File: config.mk
export PLATFORM = sky130hd
export DESIGN_NAME = rob_commit
export DESIGN_NICKNAME = d
export VERILOG_FILES = /design/src/rtl/rob_commit_pkg.sv /design/src/rtl/rob_ptr.sv /design/src/rtl/rob_commit.sv
export SDC_FILE = /design/constraint.sdc
export NUM_CORES = 1
export LEC_CHECK = 0
export CAP_MARGIN = 40
export CORE_ASPECT_RATIO = 1.5
export CORE_MARGIN = 2
export CORE_UTILIZATION = 60
export DETAILED_ROUTE_END_ITERATION = 8
export MAX_ROUTING_LAYER = met4
export PLACE_DENSITY = 0.74
export SKIP_CTS_REPAIR_TIMING = 1
export SYNTH_ARGS = -nofsm -noshare
export SYNTH_HDL_FRONTEND = slang
export SYNTH_HIERARCHICAL = 1
export SYNTH_SLANG_ARGS = --single-unit
File: constraint.sdc
create_clock -name clk_i -period 7.2 [get_ports clk_i]
set_input_delay 2.16 -clock clk_i [delete_from_list [all_inputs] [get_ports clk_i]]
set_output_delay 2.16 -clock clk_i [all_outputs]
set_load 0.005 [all_outputs]
File: src/rtl/rob_commit_pkg.sv
// Shared sizing constants for the rob_commit reorder buffer and its pointer pair.
package rob_commit_pkg;
  localparam int RRF_SEL = 6;
  localparam int RRF_NUM = 2 ** RRF_SEL;
  localparam int REG_SEL = 5;
  localparam int PTR_W   = RRF_SEL + 1;
endpackage

File: src/rtl/rob_ptr.sv
// Head/tail pointer pair with wrap bit; derives occupancy, full and empty.
// Optional ROB_FLUSH_EN adds a flush input that collapses tail onto the new head.
module rob_ptr
  import rob_commit_pkg::*;
(
  input  logic             clk_i,
  input  logic             reset_n_i,
  input  logic             head_inc,
  input  logic             tail_inc,
`ifdef ROB_FLUSH_EN
  input  logic             flush,
`endif
  output logic [PTR_W-1:0] head,
  output logic [PTR_W-1:0] tail,
  output logic [PTR_W-1:0] count,
  output logic             full,
  output logic             empty
);
  logic [PTR_W-1:0] head_reg, tail_reg;
  logic [PTR_W-1:0] head_next, tail_next;

  // The extra MSB acts as the wrap bit, so plain modular arithmetic yields count.
  always_comb begin
    head_next = head_reg + PTR_W'(head_inc);
    tail_next = tail_reg + PTR_W'(tail_inc);
`ifdef ROB_FLUSH_EN
    if (flush) tail_next = head_next;
`endif
  end

  always_ff @(posedge clk_i or negedge reset_n_i) begin
    if (!reset_n_i) begin
      head_reg <= '0;
      tail_reg <= '0;
    end else begin
      head_reg <= head_next;
      tail_reg <= tail_next;
    end
  end

  assign head  = head_reg;
  assign tail  = tail_reg;
  assign count = tail_reg - head_reg;
  assign full  = (count == PTR_W'(RRF_NUM));
  assign empty = (count == '0);
endmodule

File: src/rtl/rob_commit.sv
// In-order reorder-buffer commit engine driving the ARF/rename commit interface.
// Optional macro ROB_FLUSH_EN adds flush_i (clear all entries, tail = head).
module rob_commit
  import rob_commit_pkg::*;
(
  input  logic               clk_i,
  input  logic               reset_n_i,
`ifdef ROB_FLUSH_EN
  input  logic               flush_i,
`endif
  input  logic               dp_alloc_i,
  input  logic               dp_dst_en_i,
  input  logic [REG_SEL-1:0] dp_dst_num_i,
  output logic [RRF_SEL-1:0] dp_rrftag_o,
  output logic               rob_full_o,
  output logic [RRF_SEL:0]   rob_count_o,
  input  logic               ex_done_i,
  input  logic [RRF_SEL-1:0] ex_rrftag_i,
  output logic               commit_valid_o,
  output logic               completed_we_o,
  output logic [REG_SEL-1:0] completed_dst_num_o,
  output logic [RRF_SEL-1:0] completed_dst_rrftag_o
);
  logic [PTR_W-1:0]   head, tail, count;
  logic               full, empty;
  logic [RRF_SEL-1:0] head_idx, tail_idx;
  logic               alloc_fire, done_fire, commit_fire, flush;
  logic [RRF_NUM-1:0] valid_reg, finished_reg, dst_en_reg;
  logic [REG_SEL-1:0] dst_num_reg [RRF_NUM];

`ifdef ROB_FLUSH_EN
  assign flush = flush_i;
`else
  assign flush = 1'b0;
`endif

  assign head_idx = head[RRF_SEL-1:0];
  assign tail_idx = tail[RRF_SEL-1:0];

  // Full is judged on the pre-commit count, so a same-cycle retire never frees a slot early.
  assign alloc_fire  = dp_alloc_i && !full && !flush;
  assign done_fire   = ex_done_i && !flush && valid_reg[ex_rrftag_i]
                       && !(alloc_fire && (ex_rrftag_i == tail_idx));
  assign commit_fire = !empty && valid_reg[head_idx] && finished_reg[head_idx];

  rob_ptr u_ptr (
    .clk_i     (clk_i),
    .reset_n_i (reset_n_i),
    .head_inc  (commit_fire),
    .tail_inc  (alloc_fire),
`ifdef ROB_FLUSH_EN
    .flush     (flush),
`endif
    .head      (head),
    .tail      (tail),
    .count     (count),
    .full      (full),
    .empty     (empty)
  );

  generate
    for (genvar gi = 0; gi < RRF_NUM; gi++) begin : g_entry
      logic               valid_q, finished_q, dst_en_q;
      logic [REG_SEL-1:0] dst_num_q;

      // Allocation and commit never target the same slot: that needs full or empty.
      always_ff @(posedge clk_i or negedge reset_n_i) begin
        if (!reset_n_i) begin
          valid_q    <= 1'b0;
          finished_q <= 1'b0;
          dst_en_q   <= 1'b0;
          dst_num_q  <= '0;
        end else if (flush) begin
          valid_q    <= 1'b0;
          finished_q <= 1'b0;
        end else if (alloc_fire && (tail_idx == RRF_SEL'(gi))) begin
          valid_q    <= 1'b1;
          finished_q <= 1'b0;
          dst_en_q   <= dp_dst_en_i;
          dst_num_q  <= dp_dst_num_i;
        end else if (commit_fire && (head_idx == RRF_SEL'(gi))) begin
          valid_q    <= 1'b0;
          finished_q <= 1'b0;
        end else if (done_fire && (ex_rrftag_i == RRF_SEL'(gi))) begin
          finished_q <= 1'b1;
        end
      end

      assign valid_reg[gi]    = valid_q;
      assign finished_reg[gi] = finished_q;
      assign dst_en_reg[gi]   = dst_en_q;
      assign dst_num_reg[gi]  = dst_num_q;
    end
  endgenerate

  assign dp_rrftag_o            = tail_idx;
  assign rob_full_o             = full;
  assign rob_count_o            = count;
  assign commit_valid_o         = commit_fire;
  assign completed_dst_rrftag_o = head_idx;
  assign completed_dst_num_o    = dst_num_reg[head_idx];
  assign completed_we_o         = commit_fire && dst_en_reg[head_idx]
                                  && (dst_num_reg[head_idx] != '0);
endmodule

# ---- Word level (Yosys, flattened, before mapping)
# Cells that the tools add are included.
dict set report op_classes {
  n_addsub 3
  n_lt_le_gt_ge 3
  n_eq_ne 191
  muxes 331
  bitwise 1
  reduce_logical 336
}
# op count
set op_table {}
lappend op_table {{6-bit == test (second input constant)} 96}
lappend op_table {{1-bit 2-to-1 mux} 324}
lappend op_table {{6-bit by 5-bit == test with 1-bit output (second input constant)} 48}
lappend op_table {{1-bit logical AND} 200}
lappend op_table {{3-bit nonzero test} 64}
lappend op_table {{6-bit by 4-bit == test with 1-bit output (second input constant)} 24}
lappend op_table {{2-bit nonzero test} 64}
lappend op_table {{6-bit by 3-bit == test with 1-bit output (second input constant)} 12}
lappend op_table {{6-bit by 2-bit == test with 1-bit output (second input constant)} 6}
lappend op_table {{5-bit binary-select mux with 6-bit select} 1}
lappend op_table {{1-bit binary-select mux with 6-bit select} 4}
lappend op_table {{6-bit by 1-bit == test with 1-bit output (second input constant)} 3}
lappend op_table {{6-bit zero test} 3}
lappend op_table {{7-bit by 1-bit adder with 7-bit output} 2}
lappend op_table {{6-bit by 7-bit < comparator with 1-bit output (second input constant)} 2}
lappend op_table {{5-bit 2-to-1 mux} 2}
lappend op_table {{7-bit == test (second input constant)} 1}
lappend op_table {{7-bit >= comparator (second input constant)} 1}
lappend op_table {{7-bit zero test} 1}
lappend op_table {{6-bit inverter with 7-bit output} 1}
lappend op_table {{7-bit subtractor} 1}
lappend op_table {{6-bit == test} 1}
lappend op_table {{5-bit nonzero test} 1}
lappend op_table {{1-bit zero test} 3}
dict set report word_totals {
  reg_bits 526
  input_bits 16
  output_inout_bits 27
  word_cells 1123
}

# ---- Longest topological paths before layout
dict set report logic_depth {
  depth_word 11
  depth_mapped 18
}

# ---- By module
# Netlist, hierarchy kept.
# module instances cells_each area_each_um2
set by_module_without_submodules {}
lappend by_module_without_submodules {rob_commit 1 2281 24516.0}
lappend by_module_without_submodules {rob_ptr 1 84 872.1}

# ---- Worst setup path after synthesis
# No wires, ideal clock.
dict set report synth_timing {
  kind {flip-flop to output port}
  startpoint {register u_ptr.head_reg[0], in the netlist u_ptr/head[0]}
  endpoint {output port completed_we_o}
  t_arrival_ns 2.711
  t_required_ns 5.040
  slack_ns 2.329
  stages_incl_launch_ff 8
  n_path_buf 3
  path_cell_list {dfrtp_1 > buf_6 > buf_2 > buf_2 > mux4_2 > mux4_2 > mux4_2 > o311a_1}
}
dict set report synth_via {
  elab_chain_len 7
  word_cells_on_any_way 18
  classes_between {add/sub: 1; mux: 9; bitwise: 1; reduce/logical: 7}
}
# element line
set synth_rtl {}
lappend synth_rtl {{from (decl)} rob_ptr.sv:19} ;# logic [PTR_W-1:0] head_reg, tail_reg;
lappend synth_rtl {{from (signal assigned)} rob_ptr.sv:36} ;# head_reg <= head_next;
lappend synth_rtl {{7-bit subtractor} rob_ptr.sv:43} ;# assign count = tail_reg - head_reg;
lappend synth_rtl {{7-bit zero test} rob_ptr.sv:45} ;# assign empty = (count == '0);
lappend synth_rtl {{1-bit zero test} rob_commit.sv:44} ;# assign commit_fire = !empty && valid_reg[head_idx] && finished_reg[head_idx];
lappend synth_rtl {{1-bit logical AND (2 in series)} rob_commit.sv:44}
lappend synth_rtl {{1-bit logical AND} rob_commit.sv:102} ;# assign completed_we_o = commit_fire && dst_en_reg[head_idx]
lappend synth_rtl {{1-bit logical AND (*)} rob_commit.sv:103} ;# && (dst_num_reg[head_idx] != '0);
lappend synth_rtl {{to (decl)} rob_commit.sv:20} ;# output logic completed_we_o,
# Mark *: on every way between the ends. The rest lies on a longest branch, timed or not. The select of a mux whose other input is x is not followed.

# ---- Worst setup path in the final report
dict set report layout_timing {
  startpoint {register u_ptr.head_reg[3], in the netlist u_ptr/head[3]}
  endpoint {output port completed_we_o}
}
dict set report layout_via {
  elab_chain_len 7
  word_cells_on_any_way 18
  classes_between {add/sub: 1; mux: 9; bitwise: 1; reduce/logical: 7}
}
# element line
set layout_rtl {}
lappend layout_rtl {{7-bit subtractor} rob_ptr.sv:43}
lappend layout_rtl {{7-bit zero test} rob_ptr.sv:45}
lappend layout_rtl {{net empty} rob_commit.sv:25} ;# logic full, empty;
lappend layout_rtl {{1-bit zero test} rob_commit.sv:44}
lappend layout_rtl {{1-bit logical AND (2 in series)} rob_commit.sv:44}
lappend layout_rtl {{1-bit logical AND} rob_commit.sv:102}
lappend layout_rtl {{1-bit logical AND} rob_commit.sv:103}
# The timed path passes the listed nets, and every way through them passes these cells. The select of a mux whose other input is x is not followed.

==> results.toml <==
[outcome]
status = "completed"

[yosys]
netlist-cell-type-count = 57
seq_area_frac_synth = 0.5185
synth_edf_count = 0
synth_top_cells_by_count = "nand2_1 (823), dfrtp_1 (526), nor2_1 (162)"
syn_avg_cell_area_sq_um = 10.73
synth_xor_area_frac = 0.006900
ys_ff_latch = 526
synth_top_family_by_area = "multiplexers"
synth_top_cell_area_share = 0.5185
yosysTopAreaCell = "dfrtp_1"
yosys_warnings = 6
synth.area.mux_share = 0.2061
synthAdderAreaFrac = 0.005717
synth_compound_gate_area_share = 0.06668
synthSimpleGateAreaFrac = 0.1688
syn_area_sq_um = 25390
syn_inst = 2365
synthArstFlopShare = 1.000
synth.most_common_cell = "nand2_1"
synthFlopType = "dfrtp_1"
synth_nets = 2392
ys_top_cells_by_area = "dfrtp_1 (52%), mux4_2 (14%), nand2_1 (12%), mux2_2 (5.9%), nor2_1 (2.4%)"

[power]
irDropWorstVdd_mv = 0.2197
power_density_nw_per_um2 = 406.9
power_mw = 11.52
p_leak_nw = 13.15

[clock_tree]
numCtsBuffers = 49
tritoncts = "built"
cts_buffer_depth = 3
clkLatencyLatePin_ns = 0.59
cts-root-buf = "clkbuf_16"
clkTransAtPathRegs_ns = 0.06
htree_levels = 2
cts.sinks = 526

[timing]
hold_violations = 0
layout_min_cycle_time_ns = 7.000
setup_ws_ns = 0.2003
post-route-period-util = 0.9722
tns_ns = 0
fmax_ghz = 0.1429
rsz0062_at_grt = "no"
relSlewSlack = 0.3248
hold_ws_ns = 0.4721
worst_pin_slew_ns = 0.9847
clock_skew_ns = 0.01693
setup_viol = 0
slew_viol_final = 0

[placed_design]
dp.cells = 2915
dp_slack_ns = 1.073
place_area_sq_um = 26590
io_buffer_count = 42
dpl.hpwl_microns = 53550
place_congestion = 1.038

[critical_path]
cp-start-kind = "flip-flop"
endpoint_kind = "primary output"
cp_max_fo = 13
cp-startpoint = "u_ptr/head[3]"
ff2ff_path_depth = 14
reg2reg_from = "u_ptr/tail[0]"
r2r-end = "g_entry[62].dst_num_q[1]"
cp.arrival_ns = 4.84
r2r_slack_ns = 2.28
endpoint = "completed_we_o"
path_class = "reg -> out"
cp.required_ns = 5.04

[hold_path]
hp-class = "reg -> reg"

[finish]
fin_cells = 3010
area.growth.synth_to_final_pct = 11.53
largest-register = "g_entry.dst_num_q"
fin_util = 0.6758
final_area_sq_um = 28320
largest_reg_flops = 320
final_nets = 2433
layout-drive-gt1-share = 0.1951

[die]
die_area_sq_um = 44010
core_area_sq_um = 41900
io_pins = 43
fp-row-count = 92
die_y_microns = 255.9
start_util = 0.6059
dieWidth_microns = 172.0

[route]
vias = 20107
dr.pass1.iters = 6
post_drt_wl_per_cell_microns = 27.04
dr.first_iter.drc_count = 2650
vias_per_cell = 6.680
postRouteAntennaNets = 0
totalWireLength_microns = 81400
drc = 0

[job]
maxCapViolations = 0

[grt]
antenna_found_initial = 0
grt_max_degree = 141
gr-total-overflow = 0
grt_pass1_vias = 20484
grt_util_all_layers = 0.3951
grt_pass1_wl_microns = 125000
## report_power, final
group	switching (mW)	internal [mW]
clock	1.17	1.57
sequential	0.639	3.84
combinational	2.42	1.88
## layout make-up
type,instances,area [sq um]
multi-input cells,1681,11580
flip-flops and latches,526,13170
repair buffers,115,1047
diodes,1,2.502
well taps,564,705.7
clock buffers,67,1435
fillers,3125,13580
clock inverters,23,254.0
inverters,33,123.9
## worst min path at each step
stage                                  start                  endpoint  slack (ns)  cells past startpoint
finish              g_entry[22].dst_num_q[3]  g_entry[22].dst_num_q[3]        0.47                      2
floorplan           g_entry[10].dst_num_q[0]  g_entry[10].dst_num_q[0]        0.44                      2
global route            g_entry[35].dst_en_q      g_entry[35].dst_en_q        0.49                      2
global placement     g_entry[6].dst_num_q[3]   g_entry[6].dst_num_q[3]        0.45                      2
detailed placement  g_entry[42].dst_num_q[0]  g_entry[42].dst_num_q[0]        0.46                      2
CTS                 g_entry[22].dst_num_q[3]  g_entry[22].dst_num_q[3]        0.47                      2
## critical path, cell delays in order (launching register included)
cell	delay [ns]
dfrtp_2	0.67
inv_1	0.14
ha_1	0.39
o21ai_0	0.16
a2111o_1	0.43
o311ai_1	0.11
or4b_1	0.19
nor2_1	0.13
a311oi_1	0.29
nand3_1	0.22
a22oi_1	0.65
o311a_1	0.34
clkdlybuf4s50_1	0.52
## logic make-up (layout without fill, tap and decap cells)
family | count (synthesis) | in the layout
XOR/XNOR | 20 | 20
multiplexers | 310 | 310
buffers and inverters | 158 | 238
flip-flops | 526 | 526
adder cells (fa/ha/maj) | 11 | 11
AO/OA/AOI/OAI | 261 | 261
AND/OR/NAND/NOR | 1079 | 1079
other | 0 | 1
## metal layers
metal | global-route usage | up-vias | wire length [microns]
met4 | 0.2803 | 0 | 7443
met1 | 0.4672 | 10026 | 27470
li1 | - | 8289 | -
met3 | 0.1253 | 460 | 9228
met2 | 0.5711 | 1332 | 37260
met5 | - | - | 0
## cells in the final DEF, fill, tap and decap left out, types with 3 or more instances in the layout
| cell | n |
|---|---|
| mux2i_1 | 21 |
| clkdlybuf4s50_1 | 34 |
| nand2b_1 | 13 |
| clkbuf_8 | 12 |
| dfrtp_1 | 523 |
| buf_4 | 61 |
| xor2_1 | 8 |
| a31oi_1 | 60 |
| clkbuf_1 | 5 |
| clkinv_2 | 16 |
| nand3_1 | 19 |
| xnor2_1 | 12 |
| ha_1 | 10 |
| buf_8 | 3 |
| nor2_1 | 161 |
| mux4_2 | 157 |
| clkbuf_16 | 50 |
| nor4b_2 | 3 |
| and3_1 | 4 |
| nor3_1 | 21 |
| bufinv_16 | 5 |
| buf_12 | 6 |
| inv_1 | 32 |
| nor4_1 | 3 |
| a211oi_1 | 65 |
| buf_2 | 9 |
| mux2_2 | 132 |
| nor2b_1 | 7 |
| a21oi_1 | 87 |
| a22oi_1 | 32 |
| nand2_1 | 823 |
| nor3_2 | 4 |
Note: power is estimated with default switching activity, not from simulation.
